`src/rtl/led_ctrl.sv`:
```
// led_ctrl: LED pattern driver with static, blink, chase and count display modes
module led_ctrl #(
  parameter int DATA_W   = 32,
  parameter int LED_W    = 8,
  parameter int LANE_W   = 2,
  parameter int TICK_DIV = 25000000
) (
  input  logic              clk,
  input  logic              rst_n,
  input  logic              we,
  input  logic [DATA_W-1:0] datain,
  input  logic [LANE_W-1:0] lane,
  input  logic              mode_we,
  input  logic [1:0]        mode,
  output logic [LED_W-1:0]  dataout,
  output logic              tick
);
  localparam int NL = DATA_W / LED_W;
  localparam int DW = $clog2(TICK_DIV);
  typedef enum logic [1:0] {M_STATIC, M_BLINK, M_CHASE, M_COUNT} mode_e;
  logic [DATA_W-1:0] data_q, data_d;
  logic [LANE_W-1:0] lane_q, lane_d;
  mode_e             mode_q, mode_d;
  logic [DW-1:0]     div_q, div_d;
  logic              phase_q, phase_d;
  logic [LED_W-1:0]  rot_q, rot_d;
  logic [LED_W-1:0]  cnt_q, cnt_d;
  logic [LED_W-1:0]  out_q, out_d;
  logic              tick_q;
  logic              wrap, adv;
  logic [LED_W-1:0]  pat;
  // Out-of-range lanes fall back to the lowest slice
  function automatic logic [LED_W-1:0] slice(input logic [DATA_W-1:0] d, input logic [LANE_W-1:0] l);
    slice = d[LED_W-1:0];
    for (int i = 1; i < NL; i++)
      if (l == LANE_W'(i)) slice = d[i*LED_W +: LED_W];
  endfunction
  // Next state: a mode write restarts the animation and wins over a coincident tick
  always_comb begin
    wrap    = div_q == DW'(TICK_DIV - 1);
    adv     = wrap && !mode_we;
    data_d  = we ? datain : data_q;
    lane_d  = we ? lane : lane_q;
    mode_d  = mode_we ? mode_e'(mode) : mode_q;
    div_d   = (mode_we || wrap) ? '0 : div_q + 1'b1;
    phase_d = mode_we ? 1'b1 : adv ? ~phase_q : phase_q;
    rot_d   = (we || mode_we) ? slice(data_d, lane_d) : adv ? (rot_q << 1) | (rot_q >> (LED_W - 1)) : rot_q;
    cnt_d   = mode_we ? '0 : adv ? cnt_q + 1'b1 : cnt_q;
    pat     = slice(data_q, lane_q);
    out_d   = mode_q == M_STATIC ? pat :
              mode_q == M_BLINK  ? (phase_q ? pat : '0) :
              mode_q == M_CHASE  ? rot_q : cnt_q;
  end
  // State registers with synchronous active-low reset
  always_ff @(posedge clk) begin
    if (!rst_n) begin
      data_q  <= '0;
      lane_q  <= '0;
      mode_q  <= M_STATIC;
      div_q   <= '0;
      phase_q <= 1'b1;
      rot_q   <= '0;
      cnt_q   <= '0;
      out_q   <= '0;
      tick_q  <= 1'b0;
    end else begin
      data_q  <= data_d;
      lane_q  <= lane_d;
      mode_q  <= mode_d;
      div_q   <= div_d;
      phase_q <= phase_d;
      rot_q   <= rot_d;
      cnt_q   <= cnt_d;
      out_q   <= out_d;
      tick_q  <= wrap;
    end
  end
  assign dataout = out_q;
  assign tick    = tick_q;
endmodule

```
`config.mk`:
```
export PLATFORM = sky130hd
export DESIGN_NAME = led_ctrl
export DESIGN_NICKNAME = d
export VERILOG_FILES = /design/src/rtl/led_ctrl.sv
export SDC_FILE = /design/constraint.sdc
export NUM_CORES = 1
export LEC_CHECK = 0
export CELL_PAD_IN_SITES_DETAIL_PLACEMENT = 1
export CELL_PAD_IN_SITES_GLOBAL_PLACEMENT = 2
export CORE_MARGIN = 8
export CORE_UTILIZATION = 38
export DETAILED_ROUTE_END_ITERATION = 10
export HOLD_SLACK_MARGIN = 0.02
export PLACE_DENSITY = 0.86
export SETUP_SLACK_MARGIN = 0.15
export SKIP_LAST_GASP = 1
export SYNTH_ARGS = -nofsm -noshare
export SYNTH_HDL_FRONTEND = slang
export SYNTH_SLANG_ARGS = --single-unit
```
`constraint.sdc`:
```
create_clock -name clk -period 4.82 [get_ports clk]
set_input_delay 0.482 -clock clk [delete_from_list [all_inputs] [get_ports clk]]
set_output_delay 0.482 -clock clk [all_outputs]
set_load 0.01 [all_outputs]
```
==> summary.txt <==
Status
  – Status: completed

Layout
  – Share of cells above drive strength 1: 0.0959
  – Area growth from synthesis to layout: 18.3%
  – Fin cells: 630
  – Number of diodes: 0
  – Fill count: 1252
  – NumNets Final: 527

Clocking
  – Clk root buf: clkbuf_8
  – Reg clk slew, reported paths: 0.09 ns
  – Clock Tree Buf Depth: 2
  – TritonCTS Sinks: 87
  – H-tree depth: 3
  – TritonCTS clock tree: built
  – CTS Hold Bufs: 0
  – Number of buffers added for setup after CTS: 0
  – Skew-Pair Late Insertion Delay: 0.38 ns
  – Inserted Clock Buffers: 9
  – PostCTS Resize Cnt: 0

Global route
  – Gr ovfl total: 0
  – First-pass GRT wire length: 18800 µm
  – Largest net degree at the start of global routing: 33
  – Initial antenna violation count: 0
  – Gr usage total: 0.160
  – Vias in the first global route: 3664

Logic synthesis
  – Syn avg cell area: 9.40 µm²
  – Post-synthesis cell type count: 45
  – Synth cell count leaders: 87 x dfxtp_1, 81 x nor2_1, 54 x mux2i_1
  – Synth top area cells: dfxtp_1 41%, mux2i_1 13%, nor2_1 7.2%, xnor2_1 5.0%, mux2_2 4.0%
  – Synth Instances: 448
  – Syn. warnings: 0
  – Seq/Total Area, Yosys: 0.414
  – Number of synthesized flops with an enable pin: 0
  – Yosys top cell area share: 0.414
  – Synthesized Nets: 490
  – Most frequent cell after synthesis: dfxtp_1
  – Async SR Flop Fraction: 0
  – Prevailing post-synth register cell: dfxtp_1
  – Flops & latches, synth: 87
  – Yosys top cell by area: dfxtp_1
  – Post-Syn Area: 4210 µm²

Timing
  – Final Critical Period: 2.43 ns
  – Final Cycle Share: 0.505
  – RSZ-0062 raised after global routing: false
  – Worst slew pin tran: 1.05 ns
  – Hold Vio Cnt, Final: 0
  – Fmax: 411 MHz
  – Final setup fails: 0
  – Clock skew: 0.0176 ns
  – Setup tns final: 0 ns
  – Max_slew headroom: 0.301
  – Fin. max-slew vios: 0
  – Hold slack: 0.486 ns

Setup path
  – Max stage delay on crit path: 0.78 ns
  – Critical path buffers and inverters: 1
  – CP Launch Type: primary input
  – CP arrival: 2.65 ns
  – Crit path cell chain: clkdlybuf4s50_1 -> mux2i_1 -> mux4_2 -> a31oi_1 -> a31oi_1
  – CP required: 5.03 ns
  – Family with the most delay on the worst path: multiplexers
  – Crit path capture type: register
  – Cell mode on critical path: a31oi_1
  – CP Max Fanout: 13
  – WS Path Type: primary input to register
  – CP max-delay cell: clkdlybuf4s50_1

Placement
  – GPL Wtd Cong: 0.768
  – Number of port buffers: 48
  – Post-placement cell count: 614
  – Post-DP HPWL: 8320 µm

Drt
  – Iter 0 DRT Violations: 172
  – DR vias: 3369
  – Final WL: 11300 µm
  – Post-DR wirelength/cell: 17.9 µm
  – Detailed-route DRC error count: 0
  – Vias per cell: 5.35
  – First drt pass iteration count: 4
  – Remaining antenna violation count: 0

Floorplan
  – # IOs: 49
  – Rows: 38
  – Placeable Area: 10800 µm²
  – Initial Util: 0.388
  – Die width: 121 µm
  – Die height: 121 µm
  – Die footprint: 14700 µm²

Worst hold path
  – HP Class: register to register

Pwr
  – Total Power: 1530 µW
  – PwrDens: 307 nW/µm²
  – Peak supply drop: 121 µV
  – Leak: 0.00185 µW

Job
  – Max-cap violation count: 0
-- per-layer routing --
metal / wire (µm) / up-vias / GRT usage
met1: 5100 / 1651 / 0.186
met2: 5700 / 45 / 0.285
met5: 0 / - / 0
li1: - / 1658 / -
met4: 229 / 0 / 0.0694
met3: 237 / 15 / 0.0256
-- report_power, final --
group | internal (µW) | switching [µW] | leakage (µW) | total, µW
Clock | 304 | 274 | 0.000116 | 579
Combinational | 95.0 | 82.4 | 0.00102 | 177
Sequential | 747 | 27.0 | 0.000711 | 774
-- worst paths after layout --
| path | depth (start not counted) | startpoint | slack [ns] | to |
|---|---|---|---|---|
| hold reg to reg | 2 | phase_q | 0.49 | phase_q |
| setup / recovery | 5 | lane[1] | 2.39 | rot_q[7] |
| hold / removal | 2 | phase_q | 0.49 | phase_q |
| setup reg to reg | 4 | lane_q[0] | 2.44 | rot_q[5] |
-- registers in the layout, summed over array words and instances, names as in the netlist --
name and flops:
data_q 32, div_q 25, cnt_q 8, dataout 8, rot_q 8, lane_q 2
mode_q 2, phase_q 1, tick 1
-- cell families after synthesis --
kind of cell	count (synthesis)	synth area share
XOR/XNOR	30	0.0624
flip-flops	87	0.414
buffers and inverters	32	0.0348
multiplexers	75	0.201
AO/OA/AOI/OAI	44	0.0722
adder cells (fa/ha/maj)	2	0.00594
AND/OR/NAND/NOR	178	0.210
-- tightest hold or removal path, delay by kind of cell (launching register included) --
family / cells / cell delay, ns
and+or+nand+nor: 2 / 0.12
DFF: 1 / 0.32
-- layout by cell type, fill, tap and decap left out, drive strengths merged, types with 2 or more instances in the layout --
cell	netlist	layout
xnor2	24	24
and2	6	6
nor2b	2	2
mux2i	54	54
buf	15	3
a21oi	4	4
a221oi	5	5
clkinv	0	4
and3	3	3
nor2	81	81
o21ai	11	11
clkbuf	9	10
nand2	29	29
nor3	7	7
nand4	7	7
nand3	14	14
clkdlybuf4s50	0	47
a32oi	5	5
nor4	10	10
nor4b	4	4
mux4	6	6
inv	8	8
dfxtp	87	87
o211ai	5	5
bufinv	0	2
a22oi	8	8
ha	2	2
a31oi	2	2
o22ai	2	2
nand2b	7	7
mux2	15	15
and4	3	3
xor2	6	6
-- final cells by class --
class	instances	area, µm²	area share
Tap cell	140	175	0.0352
Clock inverter	6	83.8	0.0168
Clock buffer	10	138	0.0276
Timing Repair Buffer	50	490	0.0985
Multi-Input combinational cell	329	2320	0.466
Inverter	8	30.0	0.00603
Sequential cell	87	1740	0.350
-- per-stage QoR --
step	setup slack (ns)	instance area [µm²]	utilization
final	2.39	4980	0.459
after global routing	2.20	4980	0.459
after CTS	2.40	4980	0.459
after detailed placement	2.00	4760	0.439
after global placement	2.10	4760	0.439
after floorplan	2.96	4210	-
No activity file was read; power rests on OpenSTA's default activity.
